File: config.mk
export PLATFORM = sky130hd
export DESIGN_NAME = uart_rx_stream
export DESIGN_NICKNAME = d
export VERILOG_FILES = /design/src/rtl/uart_pkg.sv /design/src/rtl/uart_rx_fifo.sv /design/src/rtl/uart_rx_stream.sv
export SDC_FILE = /design/constraint.sdc
export NUM_CORES = 1
export LEC_CHECK = 0
export CELL_PAD_IN_SITES_DETAIL_PLACEMENT = 1
export CELL_PAD_IN_SITES_GLOBAL_PLACEMENT = 2
export CORE_MARGIN = 2
export CORE_UTILIZATION = 46
export CTS_CLUSTER_SIZE = 20
export DETAILED_ROUTE_END_ITERATION = 10
export PLACE_DENSITY = 0.95
export REMOVE_ABC_BUFFERS = 1
export SYNTH_ARGS = -nofsm -noshare
export SYNTH_HDL_FRONTEND = slang
export SYNTH_SLANG_ARGS = --single-unit
File: constraint.sdc
create_clock -name clk -period 3.8 [get_ports clk]
set_input_delay 0.38 -clock clk [delete_from_list [all_inputs] [get_ports clk]]
set_output_delay 0.38 -clock clk [all_outputs]
set_load 0.005 [all_outputs]
File: src/rtl/uart_pkg.sv
// Shared definitions for the UART receive path: state encoding, oversampling
// ratio and the baud divider calculation.
package uart_pkg;

  localparam int C_OVERSAMPLE = 16;

  typedef enum logic [2:0] {
    IDLE      = 3'd0,
    START     = 3'd1,
    DATA      = 3'd2,
    PARITY    = 3'd3,
    STOP      = 3'd4,
    WAIT_HIGH = 3'd5
  } rxState_e;

  // Integer division on purpose: the residual baud error is absorbed by mid-bit sampling.
  function automatic int calcDiv(input int clockFreq, input int baudRate);
    return clockFreq / (baudRate * C_OVERSAMPLE);
  endfunction

endpackage

File: src/rtl/uart_rx_fifo.sv
// First-word-fall-through FIFO; head_data is the oldest entry whenever empty=0.
// Also intended for reuse by the transmit path.
module uart_rx_fifo
  import uart_pkg::*;
#(
  parameter int C_DEPTH = 4,
  parameter int C_WIDTH = 8
) (
  input  logic               clk,
  input  logic               reset_n,
  input  logic               push,
  input  logic [C_WIDTH-1:0] push_data,
  input  logic               pop,
  output logic               empty,
  output logic               full,
  output logic [C_WIDTH-1:0] head_data
);

  localparam int AW = $clog2(C_DEPTH);

  logic [AW:0]        wrPtr_q, rdPtr_q;
  logic [C_WIDTH-1:0] mem_q [C_DEPTH];
  logic               doPush, doPop;

  assign empty = (wrPtr_q == rdPtr_q);
  assign full  = (wrPtr_q[AW] != rdPtr_q[AW]) && (wrPtr_q[AW-1:0] == rdPtr_q[AW-1:0]);

  // A push into a full FIFO is accepted only when the head is leaving in the same cycle.
  assign doPop  = pop && !empty;
  assign doPush = push && (!full || doPop);

  assign head_data = mem_q[rdPtr_q[AW-1:0]];

  always_ff @(posedge clk or negedge reset_n) begin
    if (!reset_n) begin
      wrPtr_q <= '0;
      rdPtr_q <= '0;
      for (int i = 0; i < C_DEPTH; i++) mem_q[i] <= '0;
    end else begin
      if (doPush) begin
        mem_q[wrPtr_q[AW-1:0]] <= push_data;
        wrPtr_q <= wrPtr_q + 1'b1;
      end
      if (doPop) rdPtr_q <= rdPtr_q + 1'b1;
    end
  end

endmodule

File: src/rtl/uart_rx_stream.sv
// 8N1 UART receiver with FIFO and valid/ready output stream.
// Define UART_RX_PARITY_EN to receive one even-parity bit and add parity_err.
module uart_rx_stream
  import uart_pkg::*;
#(
  parameter int C_CLOCKFREQ  = 12000000,
  parameter int C_BAUDRATE   = 9600,
  parameter int C_FIFO_DEPTH = 4
) (
  input  logic       clk,
  input  logic       reset_n,
  input  logic       rxd,
  output logic [7:0] rx_data,
  output logic       rx_valid,
  input  logic       rx_ready,
  output logic       frame_err,
  output logic       overrun
`ifdef UART_RX_PARITY_EN
  , output logic     parity_err
`endif
);

  localparam int C_DIV = calcDiv(C_CLOCKFREQ, C_BAUDRATE);
  localparam int CW    = (C_DIV > 1) ? $clog2(C_DIV) : 1;
  localparam logic [CW-1:0] TICK_LAST = CW'(C_DIV - 1);

  rxState_e    state_q, state_d;
  logic        rxdMeta_q, rxdSync_q, rxdPrev_q;
  logic [CW-1:0] tickCnt_q, tickCnt_d;
  logic [3:0]  sampleCnt_q, sampleCnt_d;
  logic [2:0]  bitCnt_q, bitCnt_d;
  logic [7:0]  shift_q, shift_d;
  logic        tick, midTick, fullTick;
  logic        pushReq, frameErr, popReq, fifoEmpty, fifoFull;
`ifdef UART_RX_PARITY_EN
  logic        parityBad_q, parityBad_d;
`endif

  assign tick     = (tickCnt_q == TICK_LAST);
  assign midTick  = tick && (sampleCnt_q == 4'd7);
  assign fullTick = tick && (sampleCnt_q == 4'd15);

  // Synchroniser idles high so reset never looks like a start edge.
  always_ff @(posedge clk or negedge reset_n) begin
    if (!reset_n) begin
      rxdMeta_q   <= 1'b1;
      rxdSync_q   <= 1'b1;
      rxdPrev_q   <= 1'b1;
      state_q     <= IDLE;
      tickCnt_q   <= '0;
      sampleCnt_q <= '0;
      bitCnt_q    <= '0;
      shift_q     <= '0;
`ifdef UART_RX_PARITY_EN
      parityBad_q <= 1'b0;
`endif
    end else begin
      rxdMeta_q   <= rxd;
      rxdSync_q   <= rxdMeta_q;
      rxdPrev_q   <= rxdSync_q;
      state_q     <= state_d;
      tickCnt_q   <= tickCnt_d;
      sampleCnt_q <= sampleCnt_d;
      bitCnt_q    <= bitCnt_d;
      shift_q     <= shift_d;
`ifdef UART_RX_PARITY_EN
      parityBad_q <= parityBad_d;
`endif
    end
  end

  always_comb begin
    state_d     = state_q;
    tickCnt_d   = tick ? '0 : tickCnt_q + 1'b1;
    sampleCnt_d = tick ? sampleCnt_q + 4'd1 : sampleCnt_q;
    bitCnt_d    = bitCnt_q;
    shift_d     = shift_q;
    pushReq     = 1'b0;
    frameErr    = 1'b0;
`ifdef UART_RX_PARITY_EN
    parityBad_d = parityBad_q;
`endif
    case (state_q)
      IDLE: begin
        // Restarting both counters here aligns every later sample to the start edge.
        if (rxdPrev_q && !rxdSync_q) begin
          state_d     = START;
          tickCnt_d   = '0;
          sampleCnt_d = '0;
        end
      end
      START: begin
        if (midTick) begin
          sampleCnt_d = '0;
          bitCnt_d    = '0;
          state_d     = rxdSync_q ? IDLE : DATA;
        end
      end
      DATA: begin
        if (fullTick) begin
          shift_d  = {rxdSync_q, shift_q[7:1]};
          bitCnt_d = bitCnt_q + 3'd1;
          if (bitCnt_q == 3'd7) begin
`ifdef UART_RX_PARITY_EN
            state_d = PARITY;
`else
            state_d = STOP;
`endif
          end
        end
      end
`ifdef UART_RX_PARITY_EN
      PARITY: begin
        if (fullTick) begin
          parityBad_d = (^shift_q) ^ rxdSync_q;
          state_d     = STOP;
        end
      end
`endif
      STOP: begin
        if (fullTick) begin
          if (rxdSync_q) begin
            pushReq = 1'b1;
            state_d = IDLE;
          end else begin
            frameErr = 1'b1;
            state_d  = WAIT_HIGH;
          end
        end
      end
      WAIT_HIGH: begin
        if (rxdSync_q) state_d = IDLE;
      end
      default: state_d = IDLE;
    endcase
  end

  uart_rx_fifo #(
    .C_DEPTH(C_FIFO_DEPTH),
    .C_WIDTH(8)
  ) u_fifo (
    .clk      (clk),
    .reset_n  (reset_n),
    .push     (pushReq),
    .push_data(shift_q),
    .pop      (popReq),
    .empty    (fifoEmpty),
    .full     (fifoFull),
    .head_data(rx_data)
  );

  assign rx_valid  = !fifoEmpty;
  assign popReq    = rx_valid && rx_ready;
  assign frame_err = frameErr;
  assign overrun   = pushReq && fifoFull && !popReq;
`ifdef UART_RX_PARITY_EN
  assign parity_err = (state_q == STOP) && fullTick && parityBad_q;
`endif

endmodule
==> Yosys cells after proc, flatten, opt, wreduce, memory -nomap -nowiden <==
Index checks and enable logic that the tools add are counted.
{ "word_totals": {"out_inout_bits": 11, "reg_bits": 66, "word_cells": 92, "inputBits": 4} }
{ "op_classes": {"order_cmp": 3, "addsub": 5, "n_reduce_logical": 20, "eq_ne": 17, "bitwise": 2, "muxes": 31} }
{ "ops": {"columns": ["operator", "n"], "rows": [
  ["bitwise mux 32 bit", 1],
  ["2-to-1 mux 3 bit", 9],
  ["2-to-1 mux 8 bit", 3],
  ["2-to-1 mux 7 bit", 3],
  ["binary-select mux 8 bit (select 2 bit)", 1],
  ["demux 8 bit (select 2 bit)", 1],
  ["one-hot mux 3 bit (5 select lines)", 1],
  ["2-to-1 mux 4 bit", 3],
  ["!= test 2 bit (second input constant)", 6],
  ["logical AND 1 bit", 10],
  ["adder 3 x 1 -> 3 bit (second input constant)", 3],
  ["equality test 3 bit (second input constant)", 3],
  ["one-hot mux 4 bit (2 select lines)", 1],
  ["adder 7 x 1 -> 7 bit (second input constant)", 1],
  ["equality test 7 bit (second input constant)", 1],
  [">= comparator 3 bit (second input constant)", 2],
  ["2-to-1 mux 1 bit", 6],
  ["NOT 2 -> 3 bit", 2],
  ["one-hot mux 3 bit (2 select lines)", 1],
  ["AND reduction 6 bit", 1],
  ["adder 4 x 1 -> 4 bit (second input constant)", 1],
  ["equality test 4 x 3 -> 1 bit (second input constant)", 1],
  ["equality test 4 bit (second input constant)", 1],
  ["logical NOT 1 bit", 4],
  ["other kinds (12)", 12]
]} }

==> Depth between registers and ports, before layout <==
{ "logic_depth": {"word_depth": 6, "depth_mapped": 7, "depth_no_buf": 6} }

==> Hierarchy <==
From an unflattened synthesis, not the netlist that was laid out.
{ "unflattened": {"hier_cells": 284, "hier_area_um2": 3320.7} }
{ "by_module_without_submodules": {"columns": ["module", "seq_area_each_um2", "cells_each", "area_each_um2", "n_inst"], "rows": [
  ["uart_rx_fifo", 950.9, 153, 1929.4, 1],
  ["uart_rx_stream", 704.4, 131, 1391.3, 1]
]} }

==> Worst setup path after synthesis <==
OpenSTA, ideal clock, no wires.
{ "synth_path": {"path_kind": "flip-flop to flip-flop", "startpoint": "register tickCnt_q[1]", "endpoint": "register u_fifo.mem_q[0] (netlist name)", "setup_time_ns": 0.125, "slack_ns": 1.859, "n_path_buf": 1, "stages_incl_launch_ff": 8, "t_arrival_ns": 1.816, "path_cell_list": "dfrtp_1 > inv_1 > ha_1 > nand4bb_1 > buf_2 > nor4_4 > nand3_2 > mux2_2"} }
{ "synth_between": {"elab_chain_len": 5} }
{ "synth_rtl": {"columns": ["element", "line_no", "source"], "rows": [
  ["from (decl)", "uart_rx_stream.sv:29", "logic [CW-1:0] tickCnt_q, tickCnt_d;"],
  ["from (signal assigned)", "uart_rx_stream.sv:62", "tickCnt_q <= tickCnt_d;"],
  ["equality test 7 bit", "uart_rx_stream.sv:39", "assign tick = (tickCnt_q == TICK_LAST);"],
  ["logical AND 1 bit", "uart_rx_stream.sv:41", "assign fullTick = tick && (sampleCnt_q == 4'd15);"],
  ["2-to-1 mux 1 bit", "uart_rx_stream.sv:121", "if (fullTick) begin"],
  ["2-to-1 mux 1 bit", "uart_rx_stream.sv:83", "case (state_q)"],
  ["logical AND 1 bit", "uart_rx_fifo.sv:30", "assign doPush = push && (!full || doPop);"],
  ["to (signal, indexed assignment)", "uart_rx_fifo.sv:41", "mem_q[wrPtr_q[AW-1:0]] <= push_data;"],
  ["to (decl)", "uart_rx_fifo.sv:22", "logic [C_WIDTH-1:0] mem_q [C_DEPTH];"]
]} }
Every way passes these cells.
A chain may end at the register's enable or synchronous reset.

==> Worst setup path after layout <==
{ "layout_path": {"startpoint": "register tickCnt_q[1]", "endpoint": "output frame_err"} }
{ "layout_between": {"elab_chain_len": 4} }
{ "layout_rtl": {"columns": ["element", "line_no", "source"], "rows": [
  ["equality test 7 bit", "uart_rx_stream.sv:39", null],
  ["logical AND 1 bit", "uart_rx_stream.sv:41", null],
  ["2-to-1 mux 1 bit", "uart_rx_stream.sv:121", null],
  ["2-to-1 mux 1 bit", "uart_rx_stream.sv:83", null],
  ["to (decl)", "uart_rx_stream.sv:16", "output logic frame_err,"]
]} }
Every way passes these cells.

==> flow_metrics.env <==
export IMPL_synth_top_cells_by_area="sky130_fd_sc_hd__dfrtp_1 50%, sky130_fd_sc_hd__mux2_2 15%, sky130_fd_sc_hd__mux4_2 5.7%"
export IMPL_power_ir_vdd_worst_v=0.000402
export IMPL_yosys_area_top_type_share=0.499
export IMPL_clock_sinks=66
export IMPL_p_leak_nw=1.64
export IMPL_number_of_nets_at_the_end_of_the_flow=273
export IMPL_grt_setup_unrepaired="no"
export IMPL_initial_antenna_violation_count=0
export IMPL_finalWeightedCongestion=0.757
export IMPL_drc_errors=0
export IMPL_drtAntennaViolNets=0
export IMPL_timing_worst_setup_path_type="flip-flop to output port"
export IMPL_commonest_non_fill_non_tap_cell_in_the_layout="sky130_fd_sc_hd__dfrtp_1"
export IMPL_grt_start_max_net_pins=39
export IMPL_grt_pass1_vias=2115
export IMPL_hold_buffers=0
export IMPL_clock_insertion_delay_worst_skew_ns=0.35
export IMPL_synth_mux_area_fraction=0.203
export IMPL_global_route_usage_total=0.188
export IMPL_layout_drive_gt1_share=0.289
export IMPL_relSlewSlack=0.434
export IMPL_hpwlAfterDp_um=4330
export IMPL_ys_warn_count=0
export IMPL_synth_yosys_seq_area_share=0.524
export IMPL_ys_dominant_reg_cell="sky130_fd_sc_hd__dfrtp_1"
export IMPL_top_layer_used="met4"
export IMPL_synthAdderAreaFrac=0.0436
export IMPL_post_synth_cell_area_avg_um2=13.2
export IMPL_port_buffers=14
export IMPL_ctsHtreeMaxLevel=3
export IMPL_synth_enable_flop_cells=0
export IMPL_clk_pin_slew_worst_paths_ns=0.07
export IMPL_worst_path_max_fanout=8
export IMPL_areaGrowthSynthToFinish_pct=12.4
export IMPL_p_per_area_nw_per_um2=471
export IMPL_clock_path_buffers=2
export IMPL_max_clock_freq_ghz=0.321
export IMPL_synth_compound_area_frac=0.0460
export IMPL_cts_setup_buffers=0
export IMPL_largest_family_of_logic_cells_by_synthesized_area="multiplexers"
export IMPL_number_of_vias_in_the_routed_layout=1973
export IMPL_worst_slew_pin_transition_ns=0.849
export IMPL_mappedNetlistArea_um2=3160
export IMPL_yosys_register_bits=66
export IMPL_synth_simple_gate_area_frac=0.125
export IMPL_detailedRoute_firstIterationViolations=41
export IMPL_cts_tree="built"
export IMPL_route_final_wire_length_um=6340
export IMPL_maxSlewViolCount=0
export IMPL_final_hold_violation_count=0
export IMPL_startpoint_type="flip-flop"
export IMPL_die_width_um=86.9
export IMPL_wl_met1_um=2730
export IMPL_crit_end_category="output port"
export IMPL_synth_xor_area_frac=0.0416
export IMPL_die_area_um2=7540
export IMPL_setup_violations_final=0
export IMPL_cts_made_buffers=9
export IMPL_initial_core_util=0.470
export IMPL_routed_wl_met3_um=203
export IMPL_hold_path_class="input port to async pin"
export IMPL_drv_max_cap_violation_count=0
export IMPL_placementRows=30
export IMPL_mostFrequentLayoutCells="63 x sky130_fd_sc_hd__dfrtp_1, 41 x sky130_fd_sc_hd__mux2_2, 18 x sky130_fd_sc_hd__nor2_1, 13 x sky130_fd_sc_hd__clkdlybuf4s50_1, 11 x sky130_fd_sc_hd__ha_1"
export IMPL_num_antenna_cells=0
export IMPL_required_ns=3.42
export IMPL_wl_per_cell_um=18.5
export IMPL_fin_setup_tns_ns=0
export IMPL_synthCells=240
export IMPL_cts_root_buffer_cell="sky130_fd_sc_hd__clkbuf_8"
export IMPL_final_min_clock_period_ns=3.12
export IMPL_core_region_area_um2=6720
export IMPL_grt_pass1_wl_um=10600
export IMPL_clock_skew_ns=0.00871
export IMPL_met2RoutedLength_um=3340
export IMPL_power_mw=1.67
export IMPL_post_cts_resized=0
export IMPL_global_route_overflow_total=0
export IMPL_die_height_um=86.9
export IMPL_period_share=0.821
export IMPL_critical_path_arrival_ns=2.74
export IMPL_number_of_distinct_library_cells_after_synthesis=42
export IMPL_async_reset_ff_frac=1.00
export IMPL_drt_vias_per_instance=5.75
export IMPL_synth_area_leader="sky130_fd_sc_hd__dfrtp_1"
export IMPL_count_of_tritonroute_iterations_in_the_first_routing_pass=4
export IMPL_run_status="finished, final reports clean"
export IMPL_pin_count=15
==> registers in the layout, indices dropped and copies added, names as in the netlist <==
| signal | cells |
|---|---|
| bitCnt_q | 3 |
| rxdMeta_q | 1 |
| rxdPrev_q | 1 |
| rxdSync_q | 1 |
| sampleCnt_q | 4 |
| shift_q | 8 |
| state_q | 3 |
| tickCnt_q | 7 |
| u_fifo.mem_q | 32 |
| u_fifo.rdPtr_q | 3 |
| u_fifo.wrPtr_q | 3 |
==> final cells by class <==
type | instances | area, um2
clock buffer | 10 | 128
clock inverter | 6 | 57.6
fill | 682 | 3170
inverter | 4 | 15.0
multi-input combinational | 162 | 1450
sequential | 66 | 1660
tap | 80 | 100
timing repair buffer | 15 | 143
==> cells in the mapped netlist (2+ instances only) <==
| cell | n |
|---|---|
| sky130_fd_sc_hd__nor3b_1 | 2 |
| sky130_fd_sc_hd__buf_2 | 5 |
| sky130_fd_sc_hd__dfrtp_1 | 63 |
| sky130_fd_sc_hd__dfstp_2 | 3 |
| sky130_fd_sc_hd__nor4b_1 | 3 |
| sky130_fd_sc_hd__nand3_1 | 8 |
| sky130_fd_sc_hd__nand3_2 | 4 |
| sky130_fd_sc_hd__xnor2_1 | 10 |
| sky130_fd_sc_hd__o22ai_1 | 3 |
| sky130_fd_sc_hd__nand4_1 | 4 |
| sky130_fd_sc_hd__xor2_1 | 5 |
| sky130_fd_sc_hd__inv_1 | 4 |
| sky130_fd_sc_hd__o21ai_0 | 6 |
| sky130_fd_sc_hd__clkbuf_1 | 3 |
| sky130_fd_sc_hd__nand2_1 | 7 |
| sky130_fd_sc_hd__a21oi_1 | 2 |
| sky130_fd_sc_hd__o2bb2ai_1 | 2 |
| sky130_fd_sc_hd__nand4bb_1 | 3 |
| sky130_fd_sc_hd__nor2_1 | 18 |
| sky130_fd_sc_hd__nor3_1 | 4 |
| sky130_fd_sc_hd__ha_1 | 11 |
| sky130_fd_sc_hd__mux2_2 | 41 |
| sky130_fd_sc_hd__a22oi_1 | 2 |
| sky130_fd_sc_hd__and2_1 | 2 |
| sky130_fd_sc_hd__mux4_2 | 8 |
==> power breakdown <==
group	switching (mW)	internal [mW]	total, mW	leakage [nW]
sequential	0.122	0.760	0.881	0.880
combinational	0.106	0.133	0.239	0.662
clock	0.254	0.298	0.552	0.0958
==> critical path, cell delays in order (launching register included) <==
cell and delay [ns]:
sky130_fd_sc_hd__dfrtp_1 0.41, sky130_fd_sc_hd__inv_1 0.06, sky130_fd_sc_hd__ha_1 0.15, sky130_fd_sc_hd__nand4bb_1 0.35, sky130_fd_sc_hd__nor3_1 0.50, sky130_fd_sc_hd__nor4b_1 0.36, sky130_fd_sc_hd__clkdlybuf4s50_1 0.57
==> routing by layer <==
metal,up-vias,track usage
met2,31,0.333
met3,6,0.0597
li1,914,-
met4,0,0.0469
met5,-,0
met1,1022,0.220
==> cell families (layout without fill, tap and decap cells) <==
family                   after synthesis  count (layout)
AO/OA/AOI/OAI                         22              22
buffers and inverters                 12              35
adder cells (fa/ha/maj)               11              11
multiplexers                          49              49
XOR/XNOR                              15              15
flip-flops                            66              66
AND/OR/NAND/NOR                       65              65
==> worst paths after layout <==
path / start / end / slack [ns] / depth (start not counted)
max in group asynchronous: reset_n / rxdMeta_q$_DFF_PN1_ / 2.74 / 2
worst min-delay path: reset_n / u_fifo.rdPtr_q[2]$_DFFE_PN0P_ / 0.14 / 1
min in group clk: rxdMeta_q$_DFF_PN1_ / rxdSync_q$_DFF_PN1_ / 0.36 / 0
worst max register to register: tickCnt_q[1]$_DFF_PN0_ / u_fifo.mem_q[6]$_DFFE_PN0P_ / 1.31 / 6
worst max-delay path: tickCnt_q[1]$_DFF_PN0_ / frame_err / 0.68 / 6
worst min register to register: rxdMeta_q$_DFF_PN1_ / rxdSync_q$_DFF_PN1_ / 0.36 / 0
==> through the flow <==
| step | instances | hold WS, ns | cell area, um2 | util | setup WS [ns] |
|---|---|---|---|---|---|
| floorplan | 232 | 0.0844 | 3120 | - | 1.76 |
| global placement | 327 | 0.347 | 3360 | 0.501 | 1.17 |
| detailed placement | 327 | 0.348 | 3360 | 0.501 | 1.12 |
| CTS | 343 | 0.162 | 3550 | 0.528 | 0.645 |
| global route | 343 | 0.183 | 3550 | 0.528 | 0.450 |
| finish | 343 | 0.141 | 3550 | 0.528 | 0.682 |
Note: power is estimated with default switching activity, not from simulation.
